==> src/rtl/frog_lives_fsm_if.sv <==
// Game-side connection for the frog lives controller.
// Carries the merged "frog lost" level and the start/restart request into the
// controller, and the lives count plus game-phase flags back out.
//   SC_LIVES_hit_In        level "frog lost" (OR of collision/drown/timeout)
//   SC_LIVES_start_In      start/restart request, synchronous, debounced
//   SC_LIVES_lives_Out     remaining lives
//   SC_LIVES_playing_Out   frog movement and hazards enabled
//   SC_LIVES_invuln_Out    respawn (invulnerable) interval in progress
//   SC_LIVES_respawn_Out   one-cycle pulse: return frog to start position
//   SC_LIVES_gameover_Out  game over
// Modports: master = game logic (drives hit/start), slave = lives controller.
interface frog_lives_fsm_if #(
  parameter int LIVES_WIDTH = 2
);
  logic                   SC_LIVES_hit_In;
  logic                   SC_LIVES_start_In;
  logic [LIVES_WIDTH-1:0] SC_LIVES_lives_Out;
  logic                   SC_LIVES_playing_Out;
  logic                   SC_LIVES_invuln_Out;
  logic                   SC_LIVES_respawn_Out;
  logic                   SC_LIVES_gameover_Out;

  modport master (
    output SC_LIVES_hit_In,
    output SC_LIVES_start_In,
    input  SC_LIVES_lives_Out,
    input  SC_LIVES_playing_Out,
    input  SC_LIVES_invuln_Out,
    input  SC_LIVES_respawn_Out,
    input  SC_LIVES_gameover_Out
  );

  modport slave (
    input  SC_LIVES_hit_In,
    input  SC_LIVES_start_In,
    output SC_LIVES_lives_Out,
    output SC_LIVES_playing_Out,
    output SC_LIVES_invuln_Out,
    output SC_LIVES_respawn_Out,
    output SC_LIVES_gameover_Out
  );
endinterface

==> src/rtl/frog_lives_fsm.sv <==
// Frog lives controller: turns the merged "frog lost" level into game
// progression -- lives countdown, a timed invulnerable respawn interval,
// a one-cycle respawn pulse and game over, with start/restart.
// Ports:
//   SC_LIVES_CLOCK_50     system clock, rising edge
//   SC_LIVES_RESET_InLow  asynchronous active-low reset
//   bus                   frog_lives_fsm_if.slave (hit/start in, lives/flags out)
// All outputs are registered: an input sampled at edge k shows its effect
// right after edge k.
module frog_lives_fsm #(
  parameter int LIVES_INIT     = 3,
  parameter int LIVES_WIDTH    = 2,
  parameter int RESPAWN_CYCLES = 50000000,
  parameter int CNT_WIDTH      = 26
) (
  input  logic                SC_LIVES_CLOCK_50,
  input  logic                SC_LIVES_RESET_InLow,
  frog_lives_fsm_if.slave     bus
);

  typedef enum logic [1:0] {
    IDLE     = 2'd0,
    PLAY     = 2'd1,
    DYING    = 2'd2,
    GAMEOVER = 2'd3
  } state_t;

  localparam logic [LIVES_WIDTH-1:0] LIVES_LOAD = LIVES_WIDTH'(LIVES_INIT);
  localparam logic [LIVES_WIDTH-1:0] LIVES_ONE  = LIVES_WIDTH'(1);
  localparam logic [CNT_WIDTH-1:0]   CNT_LOAD   = CNT_WIDTH'(RESPAWN_CYCLES - 1);
  localparam logic [CNT_WIDTH-1:0]   CNT_ONE    = CNT_WIDTH'(1);

  state_t                 state;
  logic [LIVES_WIDTH-1:0] lives;
  logic [CNT_WIDTH-1:0]   counter;
  // Set once hit has been seen low in PLAY; blocks a collision that is still
  // asserted at respawn from costing a second life.
  logic                   armed;
  logic                   playing;
  logic                   invuln;
  logic                   respawn;
  logic                   gameover;

  always_ff @(posedge SC_LIVES_CLOCK_50 or negedge SC_LIVES_RESET_InLow) begin
    if (!SC_LIVES_RESET_InLow) begin
      state    <= IDLE;
      lives    <= LIVES_LOAD;
      counter  <= '0;
      armed    <= 1'b0;
      playing  <= 1'b0;
      invuln   <= 1'b0;
      respawn  <= 1'b0;
      gameover <= 1'b0;
    end else begin
      respawn <= 1'b0;
      case (state)
        IDLE, GAMEOVER: begin
          if (bus.SC_LIVES_start_In) begin
            state    <= PLAY;
            lives    <= LIVES_LOAD;
            armed    <= 1'b0;
            playing  <= 1'b1;
            invuln   <= 1'b0;
            respawn  <= 1'b1;
            gameover <= 1'b0;
          end
        end

        PLAY: begin
          if (armed && bus.SC_LIVES_hit_In) begin
            playing <= 1'b0;
            armed   <= 1'b0;
            if (lives > LIVES_ONE) begin
              state   <= DYING;
              lives   <= lives - LIVES_ONE;
              counter <= CNT_LOAD;
              invuln  <= 1'b1;
            end else begin
              // Last life (or none left): clamp at zero, never wrap.
              state    <= GAMEOVER;
              lives    <= '0;
              gameover <= 1'b1;
            end
          end else if (!bus.SC_LIVES_hit_In) begin
            armed <= 1'b1;
          end
        end

        DYING: begin
          if (counter == '0) begin
            state   <= PLAY;
            armed   <= 1'b0;
            playing <= 1'b1;
            invuln  <= 1'b0;
            respawn <= 1'b1;
          end else begin
            counter <= counter - CNT_ONE;
          end
        end

        default: begin
          state    <= IDLE;
          lives    <= LIVES_LOAD;
          counter  <= '0;
          armed    <= 1'b0;
          playing  <= 1'b0;
          invuln   <= 1'b0;
          gameover <= 1'b0;
        end
      endcase
    end
  end

  assign bus.SC_LIVES_lives_Out    = lives;
  assign bus.SC_LIVES_playing_Out  = playing;
  assign bus.SC_LIVES_invuln_Out   = invuln;
  assign bus.SC_LIVES_respawn_Out  = respawn;
  assign bus.SC_LIVES_gameover_Out = gameover;

endmodule

==> src/flat_wrapper.sv <==
// flat-port wrapper written by rule: the top's interface ports become plain ports
module frog_lives_fsm_flat 
#(
  parameter int LIVES_INIT     = 3,
  parameter int LIVES_WIDTH    = 2,
  parameter int RESPAWN_CYCLES = 50000000,
  parameter int CNT_WIDTH      = 26
)
  (SC_LIVES_CLOCK_50, SC_LIVES_RESET_InLow, bus_SC_LIVES_hit_In, bus_SC_LIVES_start_In, bus_SC_LIVES_lives_Out, bus_SC_LIVES_playing_Out, bus_SC_LIVES_invuln_Out, bus_SC_LIVES_respawn_Out, bus_SC_LIVES_gameover_Out);
  frog_lives_fsm_if #(.LIVES_WIDTH(LIVES_WIDTH)) bus_i ();
  input  logic SC_LIVES_CLOCK_50;
  input  logic SC_LIVES_RESET_InLow;
  input wire logic [$bits(bus_i.SC_LIVES_hit_In)-1:0] bus_SC_LIVES_hit_In;
  input wire logic [$bits(bus_i.SC_LIVES_start_In)-1:0] bus_SC_LIVES_start_In;
  output wire logic [$bits(bus_i.SC_LIVES_lives_Out)-1:0] bus_SC_LIVES_lives_Out;
  output wire logic [$bits(bus_i.SC_LIVES_playing_Out)-1:0] bus_SC_LIVES_playing_Out;
  output wire logic [$bits(bus_i.SC_LIVES_invuln_Out)-1:0] bus_SC_LIVES_invuln_Out;
  output wire logic [$bits(bus_i.SC_LIVES_respawn_Out)-1:0] bus_SC_LIVES_respawn_Out;
  output wire logic [$bits(bus_i.SC_LIVES_gameover_Out)-1:0] bus_SC_LIVES_gameover_Out;
  assign bus_i.SC_LIVES_hit_In = bus_SC_LIVES_hit_In;
  assign bus_i.SC_LIVES_start_In = bus_SC_LIVES_start_In;
  assign bus_SC_LIVES_lives_Out = bus_i.SC_LIVES_lives_Out;
  assign bus_SC_LIVES_playing_Out = bus_i.SC_LIVES_playing_Out;
  assign bus_SC_LIVES_invuln_Out = bus_i.SC_LIVES_invuln_Out;
  assign bus_SC_LIVES_respawn_Out = bus_i.SC_LIVES_respawn_Out;
  assign bus_SC_LIVES_gameover_Out = bus_i.SC_LIVES_gameover_Out;
  frog_lives_fsm #(.LIVES_INIT(LIVES_INIT), .LIVES_WIDTH(LIVES_WIDTH), .RESPAWN_CYCLES(RESPAWN_CYCLES), .CNT_WIDTH(CNT_WIDTH)) u_core (.SC_LIVES_CLOCK_50(SC_LIVES_CLOCK_50), .SC_LIVES_RESET_InLow(SC_LIVES_RESET_InLow), .bus(bus_i));
endmodule
==> config.mk <==
export PLATFORM = sky130hd
export DESIGN_NAME = frog_lives_fsm_flat
export DESIGN_NICKNAME = d
export VERILOG_FILES = /design/src/rtl/frog_lives_fsm_if.sv /design/src/rtl/frog_lives_fsm.sv /design/src/flat_wrapper.sv
export SDC_FILE = /design/constraint.sdc
export NUM_CORES = 1
export LEC_CHECK = 0
export CORE_MARGIN = 2
export CORE_UTILIZATION = 55
export CTS_CLUSTER_SIZE = 16
export DETAILED_ROUTE_END_ITERATION = 6
export MAX_ROUTING_LAYER = met4
export PLACE_DENSITY = 0.78
export SLEW_MARGIN = 20
export SYNTH_ARGS = -nofsm -noshare
export SYNTH_HDL_FRONTEND = slang
export SYNTH_SLANG_ARGS = --single-unit
export TNS_END_PERCENT = 10
==> constraint.sdc <==
create_clock -name SC_LIVES_CLOCK_50 -period 2.9 [get_ports SC_LIVES_CLOCK_50]
set_input_delay 0.58 -clock SC_LIVES_CLOCK_50 [delete_from_list [all_inputs] [get_ports SC_LIVES_CLOCK_50]]
set_output_delay 0.58 -clock SC_LIVES_CLOCK_50 [all_outputs]
set_load 0.05 [all_outputs]
==> impl_metrics.json, run 1 <==
{
  "cp-end-kind": "flip-flop",
  "antenna_found_initial": 0,
  "synth_edf_count": 0,
  "fin_skew_ps": 6.99,
  "cts_resized": 0,
  "num_vias": 1924,
  "hold_slack_ps": 489,
  "min_period_ps": 2510,
  "cp.arrival_ps": 2680,
  "io_buffers": 9,
  "cts_hold_buf": 0,
  "die_w_um": 67.5,
  "crit_required_ps": 3070,
  "path_class": "reg -> reg",
  "rr_worst_depth": 8,
  "pwr-share-seq": 0.571,
  "holdPathEnd": "u_core.bus.SC_LIVES_playing_Out$_DFFE_PN0P_",
  "p_per_area_nw_per_um2": 348,
  "slew_headroom": 0.642,
  "cap_violations": 0,
  "avgViaCountPerCell": 6.50,
  "chipHeight_um": 67.5,
  "drive_above_1_share": 0.142,
  "root_buffer": "clkbuf_8",
  "combinationalPowerShare": 0.019,
  "yosys_most_used_dff": "dfrtp_1",
  "antenna_cells": 0,
  "cts_tree": "yes",
  "slowest_delay_ps": 480,
  "seq_area_frac_synth": 0.396,
  "core_area_um2": 3940,
  "pwr-share-clk": 0.409,
  "r2r_slack_ps": 390,
  "ant_nets": 0,
  "syn_area_per_cell_um2": 9.44,
  "cts_sinks": 35,
  "layout_commonest_cell": "dfrtp_1",
  "nNetsFinal": 252,
  "syn_nets": 242,
  "maxSlewViolCount": 0,
  "netlist_area_um2": 2220,
  "grt_pass1_vias": 1806,
  "routedWlPerCell_um": 16.2,
  "ctsLongestPathBuffers": 2,
  "clkLatencyLatePin_ps": 290,
  "synthToLayoutAreaGrowth_pct": 10.7,
  "grt_remaining_overflow": 0,
  "grt_use_total": 0.252,
  "layout_common_cells": "dfrtp_1 (33), nor2_1 (20), nor3_1 (17)",
  "first_pass_iters": 4,
  "setup_tns_ps": 0,
  "io_pins": 10,
  "cts_setup_buffers": 0,
  "crit_path_cell_trace": "inv_1, ha_1, or4b_1, nor2b_1, buf_4, nand4_1, a21o_1, mux2_1",
  "synth_cell_types": 65,
  "hold_viol": 0,
  "vdd_ir_drop_max_mv": 0.324,
  "p_leak_nw": 1.08,
  "fmax_mhz": 398,
  "grt_pass1_wl_um": 8440,
  "htreeDepth": 2,
  "grt_max_degree": 36,
  "drcViolationCount": 0,
  "rsz0062_at_grt": "no",
  "setup_violations": 0,
  "critPathLaunchType": "flip-flop",
  "num_rows": 23,
  "hold_class": "reg -> reg",
  "power_w": 0.000856,
  "synthCells": 235,
  "drt_wl_total_um": 4810,
  "async_reset_ff_frac": 1.00,
  "p_switching_w": 0.000194,
  "holdCritStartpoint": "u_core.bus.SC_LIVES_playing_Out$_DFFE_PN0P_",
  "whs_path_depth": 1,
  "drtIter0Drc": 178,
  "crit_fanout": 9,
  "r2r_start": "u_core.counter[0]$_DFFE_PN0P_",
  "hpwl_um": 3290,
  "nFillCells": 333,
  "cp_slowest_cell": "or4b_1",
  "yosys_register_bits": 35,
  "timing.rr.end": "u_core.state[0]$_DFFE_PN0P_",
  "status": "completed",
  "die_area_um2": 4560,
  "power.internal_w": 0.000662,
  "globalplace.congestion": 0.808,
  "p_sw_frac": 0.226,
  "cts_buffers": 5,
  "period_share": 0.865,
  "start_util": 0.563,
  "worst_pin_slew_ps": 533,
  "cts.clk_slew.worst_paths_ps": 70,
  "ys_warn_count": 0
}
-- how the worst max path moves through the flow --
stage | startpoint | endpoint | slack, ps
global placement | u_core.counter[0]$_DFFE_PN0P_ | u_core.state[0]$_DFFE_PN0P_ | 440
finish | u_core.counter[0]$_DFFE_PN0P_ | u_core.state[0]$_DFFE_PN0P_ | 390
CTS | u_core.counter[0]$_DFFE_PN0P_ | u_core.state[0]$_DFFE_PN0P_ | 400
floorplan | u_core.counter[0]$_DFFE_PN0P_ | u_core.counter[4]$_DFFE_PN0P_ | 580
global route | u_core.counter[8]$_DFFE_PN0P_ | u_core.counter[17]$_DFFE_PN0P_ | 110
detailed placement | u_core.counter[0]$_DFFE_PN0P_ | u_core.state[0]$_DFFE_PN0P_ | 420
-- worst max-delay path: cells and delay by family, from the launching register on --
family / cells / cell delay [ps]
AND/OR/NAND/NOR: 3 / 810
flip-flops: 1 / 420
multiplexers: 1 / 320
AO/OA/AOI/OAI: 1 / 300
buffers and inverters: 2 / 280
adder cells (fa/ha/maj): 1 / 250
-- cells in the mapped netlist, drive strengths merged, types with 3 or more instances --
| cell | number | share of area |
|---|---|---|
| dfrtp | 33 | 0.37 |
| buf | 4 | 0.015 |
| nor2 | 20 | 0.034 |
| nor4 | 3 | 0.015 |
| o21ai | 6 | 0.014 |
| or3 | 4 | 0.016 |
| mux2i | 5 | 0.023 |
| inv | 10 | 0.017 |
| o311a | 4 | 0.020 |
| nand2 | 16 | 0.027 |
| a221o | 4 | 0.018 |
| a211o | 3 | 0.012 |
| ha | 3 | 0.017 |
| nor3 | 18 | 0.043 |
| or4 | 3 | 0.012 |
| a211oi | 7 | 0.024 |
| and3 | 5 | 0.014 |
| clkbuf | 11 | 0.019 |
| a21o | 4 | 0.014 |
| nand4 | 6 | 0.017 |
| a21oi | 6 | 0.014 |
| a311oi | 9 | 0.036 |
| o31ai | 4 | 0.020 |
| nand3 | 6 | 0.014 |
-- cells by family after synthesis --
family | count (synthesis) | synth area share
AND/OR/NAND/NOR | 93 | 0.230
flip-flops | 35 | 0.396
AO/OA/AOI/OAI | 71 | 0.272
buffers and inverters | 26 | 0.0519
multiplexers | 7 | 0.0327
adder cells (fa/ha/maj) | 3 | 0.0169
-- stage by stage --
step / worst slack, ps / utilization / instances / area [um^2]
floorplan: 578 / - / 235 / 2220
global placement: 443 / 0.601 / 288 / 2370
detailed placement: 424 / 0.601 / 288 / 2370
CTS: 405 / 0.623 / 296 / 2460
global route: 111 / 0.623 / 296 / 2460
finish: 391 / 0.623 / 296 / 2460
-- sequential cells by signal, summed over array words and instances, names as in the netlist --
register                          cells
u_core.armed                          1
u_core.bus.SC_LIVES_lives_Out         2
u_core.bus.SC_LIVES_respawn_Out       1
u_core.state                          2
u_core.bus.SC_LIVES_gameover_Out      1
u_core.counter                       26
u_core.bus.SC_LIVES_playing_Out       1
u_core.bus.SC_LIVES_invuln_Out        1
-- power by group through the flow --
| stage | clock [W] | sequential (W) | combinational [W] |
|---|---|---|---|
| floorplan | 0 | 0.000498 | 0.00000156 |
| global placement | 0 | 0.000498 | 0.0000173 |
| detailed placement | 0 | 0.000498 | 0.0000175 |
| CTS | 0.000356 | 0.000489 | 0.0000175 |
| global route | 0.000379 | 0.000489 | 0.0000194 |
| finish | 0.000350 | 0.000489 | 0.0000165 |
-- metal layers --
layer / track usage / vias up / part of all wire
met5: - / - / 0
met4: 0.0714 / 0 / 0.0085
met3: 0.0500 / 4 / 0.031
met2: 0.400 / 30 / 0.48
met1: 0.329 / 956 / 0.48
li1: - / 934 / -
-- cell type report --
| class | instances | area, um^2 | area share |
|---|---|---|---|
| Multi-Input combinational cell | 174 | 1230 | 0.501 |
| Sequential cell | 35 | 878 | 0.358 |
| Timing Repair Buffer | 18 | 158 | 0.0642 |
| Clock buffer | 6 | 72.6 | 0.0295 |
| Tap cell | 50 | 62.6 | 0.0255 |
| Inverter | 11 | 41.3 | 0.0168 |
| Clock inverter | 2 | 12.5 | 0.00509 |
No activity file was read; power rests on OpenSTA's default activity.
==> inputs of run 2 (changes only) <==
--- a/config.mk
+++ b/config.mk
@@ -5,6 +5,7 @@
 export SDC_FILE = /design/constraint.sdc
 export NUM_CORES = 1
 export LEC_CHECK = 0
+export CAP_MARGIN = 20
 export CORE_MARGIN = 2
 export CORE_UTILIZATION = 55
 export CTS_CLUSTER_SIZE = 16
==> constraint.sdc (replaced) <==
create_clock -name SC_LIVES_CLOCK_50 -period 3 [get_ports SC_LIVES_CLOCK_50]
set_input_delay 0.6 -clock SC_LIVES_CLOCK_50 [delete_from_list [all_inputs] [get_ports SC_LIVES_CLOCK_50]]
set_output_delay 0.6 -clock SC_LIVES_CLOCK_50 [all_outputs]
set_load 0.05 [all_outputs]
==> run 2 against run 1 <==
Effect of this change: maximum frequency is 1.3% lower; sequential power is 3% lower; worst setup slack better by 68 ps; clock power is 1% higher; non-clock buffer count is 1 higher; die area stayed put; critical path type unchanged; critical endpoint unchanged; largest cell class unchanged.
==> impl_metrics.json, run 2 (synthesized netlist as in run 1, its figures left out) <==
{
  "status": "completed",
  "r2r_start": "u_core.counter[0]$_DFFE_PN0P_",
  "drt_wl_total_um": 4660,
  "combinationalPowerShare": 0.019,
  "drcViolationCount": 0,
  "met2_usage": 0.371,
  "chipHeight_um": 67.5,
  "die_w_um": 67.5,
  "slew_headroom": 0.631,
  "cts.clk_slew.worst_paths_ps": 70,
  "cts_buffers": 5,
  "regMostFlops": "u_core.counter",
  "grt_pass1_vias": 1715,
  "grtUsageMet3": 0.0450,
  "synthToLayoutAreaGrowth_pct": 11.3,
  "place_inst": 289,
  "nNetsFinal": 253,
  "timing.rr.end": "u_core.state[0]$_DFFE_PN0P_",
  "grt_busiest_layer": "met2",
  "io_pins": 10,
  "power.internal_w": 0.000663,
  "pwr-share-seq": 0.561,
  "routedWlPerCell_um": 15.7,
  "min_period_ps": 2540,
  "antenna_cells": 0,
  "num_vias": 1904,
  "io_buffers": 9,
  "antenna_found_initial": 0,
  "grt_use_total": 0.235,
  "first_pass_iters": 4,
  "hold_class": "reg -> reg",
  "period_share": 0.847,
  "cp-end-kind": "flip-flop",
  "largest_register_ffs": 26,
  "p_per_area_nw_per_um2": 341,
  "cts_resized": 0,
  "root_buffer": "clkbuf_8",
  "drtIter0Drc": 155,
  "layout_commonest_cell": "dfrtp_1",
  "whs_path_depth": 1,
  "globalplace.congestion": 0.787,
  "cp.arrival_ps": 2710,
  "fmax_mhz": 393,
  "vdd_ir_drop_max_mv": 0.381,
  "fin_skew_ps": 9.33,
  "rsz0062_at_grt": "no",
  "setup_violations": 0,
  "holdCritStartpoint": "u_core.bus.SC_LIVES_invuln_Out$_DFFE_PN0P_",
  "rr_worst_depth": 8,
  "p_leak_nw": 1.09,
  "layout_common_cells": "dfrtp_1 (33), nor2_1 (20), nor3_1 (17)",
  "ctsLongestPathBuffers": 2,
  "pwr-share-clk": 0.420,
  "p_switching_w": 0.000179,
  "drive_above_1_share": 0.146,
  "grt_max_degree": 36,
  "die_area_um2": 4560,
  "p_sw_frac": 0.213,
  "grt_use_met1": 0.297,
  "maxSlewViolCount": 0,
  "crit_fanout": 9,
  "start_util": 0.563,
  "clkLatencyLatePin_ps": 290,
  "grt_remaining_overflow": 0,
  "ant_nets": 0,
  "cap_violations": 0,
  "path_class": "reg -> reg",
  "htreeDepth": 2,
  "avgViaCountPerCell": 6.41,
  "hpwl_um": 3180,
  "hold_viol": 0,
  "critPathLaunchType": "flip-flop",
  "num_rows": 23,
  "core_area_um2": 3940,
  "worst_pin_slew_ps": 550,
  "holdPathEnd": "u_core.bus.SC_LIVES_invuln_Out$_DFFE_PN0P_",
  "cts_tree": "yes",
  "final_cells": 297,
  "cts_sinks": 35,
  "cts_hold_buf": 0,
  "crit_required_ps": 3170,
  "cts_setup_buffers": 0,
  "r2r_slack_ps": 460,
  "grt_pass1_wl_um": 7800,
  "setup_tns_ps": 0
}
-- run 2: per-stage QoR --
stage | instance area (um^2) | total power (W) | setup slack [ps] | utilization | hold slack, ps
after floorplan | 2220 | 0.000483 | 678 | - | 304
after global placement | 2380 | 0.000498 | 531 | 0.603 | 476
after detailed placement | 2380 | 0.000499 | 486 | 0.603 | 477
after CTS | 2470 | 0.000851 | 452 | 0.626 | 492
after global routing | 2470 | 0.000875 | 318 | 0.626 | 503
final | 2470 | 0.000842 | 458 | 0.626 | 492
-- run 2: how the worst max path moves through the flow --
| stage | endpoint | start | cells past startpoint | slack, ps |
|---|---|---|---|---|
| 2_1_floorplan | u_core.counter[4]$_DFFE_PN0P_ | u_core.counter[0]$_DFFE_PN0P_ | 9 | 680 |
| 3_3_place_gp | u_core.state[0]$_DFFE_PN0P_ | u_core.counter[0]$_DFFE_PN0P_ | 8 | 530 |
| 3_5_place_dp | u_core.state[0]$_DFFE_PN0P_ | u_core.counter[0]$_DFFE_PN0P_ | 8 | 490 |
| 4_1_cts | u_core.state[0]$_DFFE_PN0P_ | u_core.counter[0]$_DFFE_PN0P_ | 8 | 450 |
| 5_1_grt | u_core.state[0]$_DFFE_PN0P_ | u_core.counter[0]$_DFFE_PN0P_ | 8 | 320 |
| 6_report | u_core.state[0]$_DFFE_PN0P_ | u_core.counter[0]$_DFFE_PN0P_ | 8 | 460 |
-- run 2: layout make-up --
class                      count  area, um^2
tap                           50        62.6
fill                         317        1470
clock inverter                 1        5.00
timing repair buffer          19         165
clock buffer                   7        86.3
multi-input combinational    174        1230
sequential                    35         878
inverter                      11        41.3
-- run 2: critical path: stages, from the launching register on --
cell,delay [ps]
dfrtp_1,420
inv_1,100
ha_1,260
or4b_1,490
nor2b_1,140
buf_4,200
nand4_1,190
a21o_1,290
mux2_1,320
-- run 2: power by group through the flow --
stage / registers, W / clock network [W] / logic (W)
floorplan: 0.000482 / 0 / 0.00000151
global placement: 0.000482 / 0 / 0.0000167
detailed placement: 0.000482 / 0 / 0.0000169
CTS: 0.000473 / 0.000361 / 0.0000169
global route: 0.000473 / 0.000383 / 0.0000187
finish: 0.000473 / 0.000354 / 0.0000159
-- run 2: routing by layer --
layer	share of wire	wire [um]	up-vias
met5	0	0	-
met4	0.017	78	0
met3	0.031	145	8
met2	0.46	2160	28
met1	0.49	2280	932
li1	-	-	936
==> inputs of run 3 (changes only) <==
--- a/config.mk
+++ b/config.mk
@@ -7,11 +7,11 @@
 export LEC_CHECK = 0
 export CAP_MARGIN = 20
 export CORE_MARGIN = 2
-export CORE_UTILIZATION = 55
+export CORE_UTILIZATION = 54
 export CTS_CLUSTER_SIZE = 16
 export DETAILED_ROUTE_END_ITERATION = 6
 export MAX_ROUTING_LAYER = met4
-export PLACE_DENSITY = 0.78
+export PLACE_DENSITY = 0.79
 export SLEW_MARGIN = 20
 export SYNTH_ARGS = -nofsm -noshare
 export SYNTH_HDL_FRONTEND = slang
==> constraint.sdc (replaced) <==
create_clock -name SC_LIVES_CLOCK_50 -period 2 [get_ports SC_LIVES_CLOCK_50]
set_input_delay 0.4 -clock SC_LIVES_CLOCK_50 [delete_from_list [all_inputs] [get_ports SC_LIVES_CLOCK_50]]
set_output_delay 0.4 -clock SC_LIVES_CLOCK_50 [all_outputs]
set_load 0.05 [all_outputs]
==> run 3 against run 2 <==
Effect of this change: the flow now finishes with violations (negative setup slack); register-to-register slack got worse by 730 ps; sequential share of layout area decreased by 7.3 points; wire length increased by 38%; first-iteration DRC count decreased by 5.8%; clock-buffer cell count decreased by 1; clock skew decreased by 1.0 ps; largest power group unchanged; via count increased by 22%; die area increased by 1.7%; highest routed layer unchanged.
==> impl_metrics.json, run 3 (synthesized netlist as in run 1, its figures left out) <==
{
  "crit_required_ps": 2230,
  "cp_slowest_cell": "or4_4",
  "multiInputGateArea_um2": 1340,
  "layout_common_cells": "buf_4 (67), dfrtp_1 (33), nor2_1 (20)",
  "violations": "negative setup slack",
  "cap_violations": 0,
  "root_buffer": "clkbuf_8",
  "htreeDepth": 2,
  "antenna_found_initial": 0,
  "regMostFlops": "u_core.counter",
  "cp-end-kind": "flip-flop",
  "rr_worst_depth": 9,
  "grt_pass1_wl_um": 10500,
  "routedWlPerCell_um": 17.9,
  "start_util": 0.559,
  "antenna_cells": 0,
  "drive_above_1_share": 0.392,
  "fmax_mhz": 440,
  "min_period_ps": 2270,
  "cts_hold_buf": 0,
  "grt_use_total": 0.315,
  "cts_buffers": 5,
  "timing.rr.end": "u_core.counter[22]$_DFFE_PN0P_",
  "ant_nets": 0,
  "cts.clk_slew.worst_paths_ps": 70,
  "ff_latch_area_um2": 878,
  "whs_path_depth": 1,
  "slowest_delay_ps": 550,
  "p_per_area_nw_per_um2": 451,
  "nNetsFinal": 317,
  "holdPathEnd": "u_core.bus.SC_LIVES_playing_Out$_DFFE_PN0P_",
  "grt_max_degree": 36,
  "period_share": 1.14,
  "cts_tree": "yes",
  "hold_viol": 0,
  "largest_register_ffs": 26,
  "num_rows": 23,
  "finalCoreUtilization": 0.783,
  "drcViolationCount": 0,
  "path_class": "reg -> reg",
  "crit_fanout": 6,
  "die_w_um": 68.1,
  "r2r_slack_ps": -270,
  "hold_slack_ps": 488,
  "grt_remaining_overflow": 0,
  "cp_common_cell": "buf_6",
  "status": "finished, violations left",
  "clkLatencyLatePin_ps": 300,
  "nFillCells": 261,
  "hold_class": "reg -> reg",
  "io_buffers": 9,
  "fin_skew_ps": 8.33,
  "synthToLayoutAreaGrowth_pct": 40.2,
  "maxSlewViolCount": 0,
  "setup_slack_ps": -274,
  "vdd_ir_drop_max_mv": 0.335,
  "r2r_start": "u_core.counter[14]$_DFFE_PN0P_",
  "worst_pin_slew_ps": 494,
  "layout_commonest_cell": "buf_4",
  "p_leak_nw": 1.46,
  "drtIter0Drc": 146,
  "io_pins": 10,
  "critical-path-top-delay-family": "simple AND/OR/NAND/NOR gates",
  "setup_violations": 32,
  "die_area_um2": 4640,
  "holdCritStartpoint": "u_core.bus.SC_LIVES_playing_Out$_DFFE_PN0P_",
  "slew_headroom": 0.669,
  "core_area_um2": 3970,
  "cp.arrival_ps": 2500,
  "drt_wl_total_um": 6460,
  "setup_tns_ps": -6340,
  "ctsLongestPathBuffers": 2,
  "critPathLaunchType": "flip-flop",
  "grt_pass1_vias": 2293,
  "crit_path_cell_trace": "or4_4, buf_6, nor3_4, buf_6, buf_6, nand4_1, buf_6, o311a_1, nor2_1",
  "avgViaCountPerCell": 6.45,
  "cp_num_buf_inv": 4,
  "first_pass_iters": 5,
  "num_vias": 2328,
  "cts_sinks": 35,
  "chipHeight_um": 68.1,
  "hpwl_um": 4120,
  "rsz0062_at_grt": "yes",
  "globalplace.congestion": 0.857
}
-- run 3: changes by cell type in the layout (fill, tap and decap cells not counted), moves of 2 or more --
cell | before | now
a311oi_1 | 9 | 7
a211oi_2 | 0 | 5
clkdlybuf4s50_1 | 9 | 7
a211oi_1 | 7 | 2
a311oi_2 | 0 | 2
buf_4 | 10 | 67
inv_2 | 0 | 2
buf_6 | 0 | 9
inv_1 | 10 | 8
-- run 3: area by class of cell --
| type | count | share of cell area |
|---|---|---|
| clock buffer | 6 | 0.0266 |
| tap | 50 | 0.0201 |
| sequential | 35 | 0.282 |
| clock inverter | 2 | 0.0113 |
| timing repair buffer | 83 | 0.217 |
| inverter | 11 | 0.0133 |
| multi-input combinational | 174 | 0.429 |
-- run 3: what timing repair did --
action                     CTS  global route
pin swaps                   19             4
setup endpoints to repair   32            32
resized for setup           22             3
setup buffers                8             1
-- run 3: how the worst max path moves through the flow --
stage	cells after the start	from	endpoint	slack, ps
6_report	9	u_core.counter[14]$_DFFE_PN0P_	u_core.counter[22]$_DFFE_PN0P_	-270
5_1_grt	5	u_core.counter[14]$_DFFE_PN0P_	u_core.counter[9]$_DFFE_PN0P_	-340
4_1_cts	5	u_core.counter[14]$_DFFE_PN0P_	u_core.counter[9]$_DFFE_PN0P_	-230
3_5_place_dp	9	u_core.counter[1]$_DFFE_PN0P_	u_core.counter[22]$_DFFE_PN0P_	-310
2_1_floorplan	7	u_core.counter[8]$_DFFE_PN0P_	u_core.counter[11]$_DFFE_PN0P_	-230
3_3_place_gp	8	u_core.counter[1]$_DFFE_PN0P_	u_core.state[0]$_DFFE_PN0P_	-230
-- run 3: metal layers --
layer | wire, um | vias to the layer above | global-route usage
met2 | 3360 | 78 | 0.556
met5 | 0 | - | -
met1 | 2630 | 1156 | 0.348
met3 | 249 | 26 | 0.0658
li1 | - | 1068 | -
met4 | 218 | 0 | 0.120
-- run 3: worst reg2reg max path: cells and delay by family (launching register included) --
kind,cells,cell delay (ps)
AO/OA/AOI/OAI,1,330
buffers and inverters,4,540
flip-flops,1,390
AND/OR/NAND/NOR,4,960
-- run 3: through the flow --
stage | total power (W) | std cells | instance area, um^2 | setup WS [ps]
after global placement | 0.000749 | 344 | 2810 | -228
after floorplan | 0.000725 | 235 | 2250 | -231
final | 0.00140 | 361 | 3110 | -274
after global routing | 0.00145 | 361 | 3110 | -342
after CTS | 0.00141 | 360 | 3090 | -234
after detailed placement | 0.000749 | 344 | 2810 | -309
-- run 3: where the power goes --
group	total, W	switching [W]	leakage (nW)	internal, W
sequential	0.000709	0.000000512	0.413	0.000709
clock	0.000666	0.000263	0.0612	0.000403
combinational	0.0000256	0.0000164	0.981	0.00000921
==> RTL edit 1: new RTL, settings of run 1 <==
`LIVES_WIDTH` is set to 2 in 3 places; all go to 3.
--- a/src/rtl/frog_lives_fsm_if.sv
+++ b/src/rtl/frog_lives_fsm_if.sv
@@ -11,5 +11,5 @@
 // Modports: master = game logic (drives hit/start), slave = lives controller.
 interface frog_lives_fsm_if #(
-  parameter int LIVES_WIDTH = 2
+  parameter int LIVES_WIDTH = 3
 );
   logic                   SC_LIVES_hit_In;
--- a/src/rtl/frog_lives_fsm.sv
+++ b/src/rtl/frog_lives_fsm.sv
@@ -10,5 +10,5 @@
 module frog_lives_fsm #(
   parameter int LIVES_INIT     = 3,
-  parameter int LIVES_WIDTH    = 2,
+  parameter int LIVES_WIDTH    = 3,
   parameter int RESPAWN_CYCLES = 50000000,
   parameter int CNT_WIDTH      = 26
--- a/src/flat_wrapper.sv
+++ b/src/flat_wrapper.sv
@@ -3,5 +3,5 @@
 #(
   parameter int LIVES_INIT     = 3,
-  parameter int LIVES_WIDTH    = 2,
+  parameter int LIVES_WIDTH    = 3,
   parameter int RESPAWN_CYCLES = 50000000,
   parameter int CNT_WIDTH      = 26
Interface: changed (resized bus_SC_LIVES_lives_Out); port bits go from 10 to 11. No check against the original RTL was run, so the function may have changed too.
==> RTL edit 1 against run 1 <==
Sequential cell count grew 1. Sequential share of layout area grew 1.6 points. Clock skew fell by 0.0017 ns. Cell area is 1.4% lower. Non-clock buffer count is the same. Utilization is 3.3 points higher. Synthesized area fell by 3.6%. Setup slack worse by 0.12 ns. Wire length decreased by 5.6%.
Power is not compared: it rests on default switching activity, and its combinational part moved more than twofold at a synthesized area within 25%.
==> RTL edit 1: results (changes against run 1) <==
metric,value,unit,change
status,completed,,
syn_area_per_cell,9.34,um2,-1.1%
clock_area_share,3.72,%,+0.26 points
grt_pass1_wl,8040,um,-4.7%
syn_nets,238,,-1.7%
synth_cell_types,54,,-17%
n_all_inverters,14,,+3
slowest_stage,or4_4,,
max_freq,0.380,GHz,-4.5%
grt_pass1_vias,1817,,+0.61%
via_per_inst,6.06,,-6.8%
synthTopCellsByCount,"34 x dfrtp_1, 15 x nand2_1, 14 x inv_1, 14 x o21ai_0, 13 x nand3_1",,
buffer_area_share,6.93,%,+0.51 points
multi_input_area_share,47.4,%,-2.7 points
grt_max_degree,37,,+2.8%
path_max_fanout,14,,+5
cp_slowest_stage_delay,0.65,ns,+0.17 ns
maxSlewHeadroom,46.1,%,-18 points
portBuffers,10,,+1
synth-seq-area-share,42.2,%,+2.7 points
yosys_register_bits,36,,+2.9%
nClkBuffers,8,,+2
track_usage,24.6,%,-0.68 points
dp.final_hpwl,3300,um,+0.16%
area_growth,13.2,%,
routabilityCongestion,0.851,,+5.3%
synth_area_leaders,"dfrtp_1 40%, or3_1 3.5%, o21ai_0 3.3%",,
hp-class,input pin to asynchronous set/reset pin,,
-- RTL edit 1: changes by cell type in the layout (fill, tap and decap cells not counted), sizes merged, moves of 6 or more --
cell | run 1 | this run
o21ai | 6 | 16
nor4 | 3 | 9
nor2 | 20 | 11
or3 | 4 | 13
a211oi | 7 | 1
nand3 | 6 | 13
a311oi | 9 | 3
nor3 | 18 | 10
-- RTL edit 1: worst paths after layout --
| kind | start | end | slack (ns) | depth (start not counted) |
|---|---|---|---|---|
| max reg2reg | u_core.counter[10] | u_core.counter[4] | 0.27 | 5 |
| max in group asynchronous | SC_LIVES_RESET_InLow | u_core.counter[10] | 2.01 | 1 |
| min | SC_LIVES_RESET_InLow | u_core.counter[4] | 0.37 | 1 |
| min reg2reg | u_core.bus.SC_LIVES_playing_Out | u_core.bus.SC_LIVES_playing_Out | 0.49 | 1 |
| min in group SC_LIVES_CLOCK_50 | u_core.bus.SC_LIVES_playing_Out | u_core.bus.SC_LIVES_playing_Out | 0.49 | 1 |
| max | u_core.counter[10] | u_core.counter[4] | 0.27 | 5 |
-- RTL edit 1: cells by family (layout without fill, tap and decap cells) --
| kind of cell | count (synthesis) | after routing | share of synthesized area (%) |
|---|---|---|---|
| buffers and inverters | 22 | 40 | 4.62 |
| AND/OR/NAND/NOR | 100 | 100 | 27.3 |
| flip-flops | 36 | 36 | 42.2 |
| multiplexers | 6 | 6 | 3.22 |
| AO/OA/AOI/OAI | 58 | 58 | 18.9 |
| XOR/XNOR | 2 | 2 | 0.819 |
| adder cells (fa/ha/maj) | 5 | 5 | 2.93 |
-- RTL edit 1: per-layer routing --
layer	GRT usage, %	up-vias	routed length, um
li1	-	892	-
met1	29.7	857	2100
met2	40.9	32	2210
met3	4.60	6	171
met4	9.18	0	63
met5	-	-	0
==> RTL edit 2: new RTL, settings of run 1 <==
Without the edit above. The 4 states of `state_t` get a one-hot encoding in 4 bits.
--- a/src/rtl/frog_lives_fsm.sv
+++ b/src/rtl/frog_lives_fsm.sv
@@ -19,9 +19,9 @@
 );
 
-  typedef enum logic [1:0] {
-    IDLE     = 2'd0,
-    PLAY     = 2'd1,
-    DYING    = 2'd2,
-    GAMEOVER = 2'd3
+  typedef enum logic [3:0] {
+    IDLE     = 4'b0001,
+    PLAY     = 4'b0010,
+    DYING    = 4'b0100,
+    GAMEOVER = 4'b1000
   } state_t;
 
Check against the original RTL: same outputs for any inputs over 10 cycles, from zero or initial values and one cycle with SC_LIVES_RESET_InLow low; not proved beyond that.
==> RTL edit 2 against run 1 <==
Synthesized area grew 3.4%. Sequential cell count rose by 2. Wire length increased by 15%. Setup slack worse by 0.11 ns. First-iteration DRC count grew 13%. Die area increased by 3.2%. Critical path depth is 3 lower. Via count up 7.6%. Cell area rose by 3.4%.
Power is left out: it rests on default switching activity, and per cell area and clock period it moved more than threefold.
==> RTL edit 2: results (changes against run 1) <==
metric,value,unit,change
routedWlPerCell,17.6,um,+8.6%
dp.final_hpwl,3800,um,+16%
clock_skew,0.0126,ns,+0.00560 ns
syn_area_per_cell,9.00,um2,-4.7%
timing.reg2reg.setup_slack,0.28,ns,-0.11 ns
hp-class,input pin to asynchronous set/reset pin,,
grt_pass1_vias,1874,,+3.8%
cts_buffers,5,,unchanged
place_inst,306,,+6.3%
synthTopCellsByCount,"34 x dfrtp_1, 23 x o21ai_0, 20 x nand2_1",,
routabilityCongestion,0.901,,+12%
slowest_stage,o31ai_4,,
r2r_end,u_core.counter[13],,
cts_root_buf,clkbuf_8,,
synthFlopType,dfrtp_1,,
worst_pin_slew,0.915,ns,+0.381 ns
vias,2070,,+7.6%
syn_nets,260,,+7.4%
status,completed,,
arrival,2.81,ns,+0.13 ns
largest_reg_flops,26,,unchanged
synth_cell_types,59,,-9.2%
fillerInstances,324,,-2.7%
drt-pass1-iter-count,5,,+1
grt_max_degree,38,,+5.6%
synth_warnings,0,,unchanged
n_antenna_cell,0,,unchanged
antenna_found_initial,0,,unchanged
layout-drive-gt1-share,12.1,%,-2.1 points
cp_slowest_stage_delay,0.87,ns,+0.39 ns
post_cts_buffers,0,,unchanged
portBuffers,9,,unchanged
reg2reg_depth,5,,-3
synth-seq-area-share,40.5,%,+0.92 points
clk_path_buf_depth,2,,unchanged
clkLatencyLatePin,0.30,ns,
drt_wl_total,5540,um,+15%
crit_family,compound AO/OA/AOI/OAI gates,,
synthArstFlopShare,100,%,unchanged
cts-resized-gates,0,,unchanged
path_max_fanout,24,,+15
clkSlewWorstSetupHoldPaths,0.08,ns,
fin_nets,268,,+6.3%
startpoint,u_core.counter[13],,
synth_area_leaders,"dfrtp_1 37%, o21ai_0 5.0%, a21oi_1 3.9%",,
cts_max_level,2,,unchanged
grt_pass1_wl,9350,um,+11%
track_usage,27.9,%,+2.7 points
dr.first_iter.drc_count,202,,+13%
max_flop_register,u_core.counter,,
[RTL edit 2: cell type report]
cell class              count  share of cell area [%]
clock buffers               6                    3.25
multi-input cells         193                    49.5
inverters                  11                    1.63
clock inverters             2                    1.48
flip-flops and latches     37                    36.6
well taps                  50                    2.46
repair buffers             15                    5.12
[RTL edit 2: logic make-up (layout without fill, tap and decap cells)]
| group | count (synthesis) | count (layout) | share of synthesized area (%) |
|---|---|---|---|
| xor+xnor | 2 | 2 | 0.763 |
| simple gates | 97 | 97 | 25.8 |
| flops | 37 | 37 | 40.5 |
| buf+inv | 25 | 34 | 4.74 |
| fa+ha+maj | 1 | 1 | 0.545 |
| compound gates | 93 | 93 | 27.6 |
[RTL edit 2: through the flow]
stage	instance area [um2]	util, %	setup WS (ns)	hold WS [ns]
floorplan	2290	-	0.837	0.284
global placement	2420	60.5	0.316	0.461
detailed placement	2420	60.5	0.280	0.477
CTS	2540	63.5	0.366	0.398
global route	2540	63.5	0.144	0.456
finish	2540	63.5	0.276	0.359
[RTL edit 2: metal layers]
| metal | up-vias | GRT usage, % | part of all wire [%] |
|---|---|---|---|
| li1 | 984 | - | - |
| met1 | 984 | 41.2 | 48 |
| met2 | 94 | 38.3 | 44 |
| met3 | 8 | 4.22 | 6.5 |
| met4 | 0 | 10.5 | 1.3 |
| met5 | - | - | 0 |
[RTL edit 2: worst max path at each step]
stage	endpoint	slack (ns)
2_1_floorplan	u_core.counter[23]	0.84
3_3_place_gp	u_core.counter[24]	0.32
3_5_place_dp	u_core.counter[24]	0.28
4_1_cts	u_core.counter[13]	0.37
5_1_grt	u_core.counter[13]	0.14
6_report	u_core.counter[13]	0.28
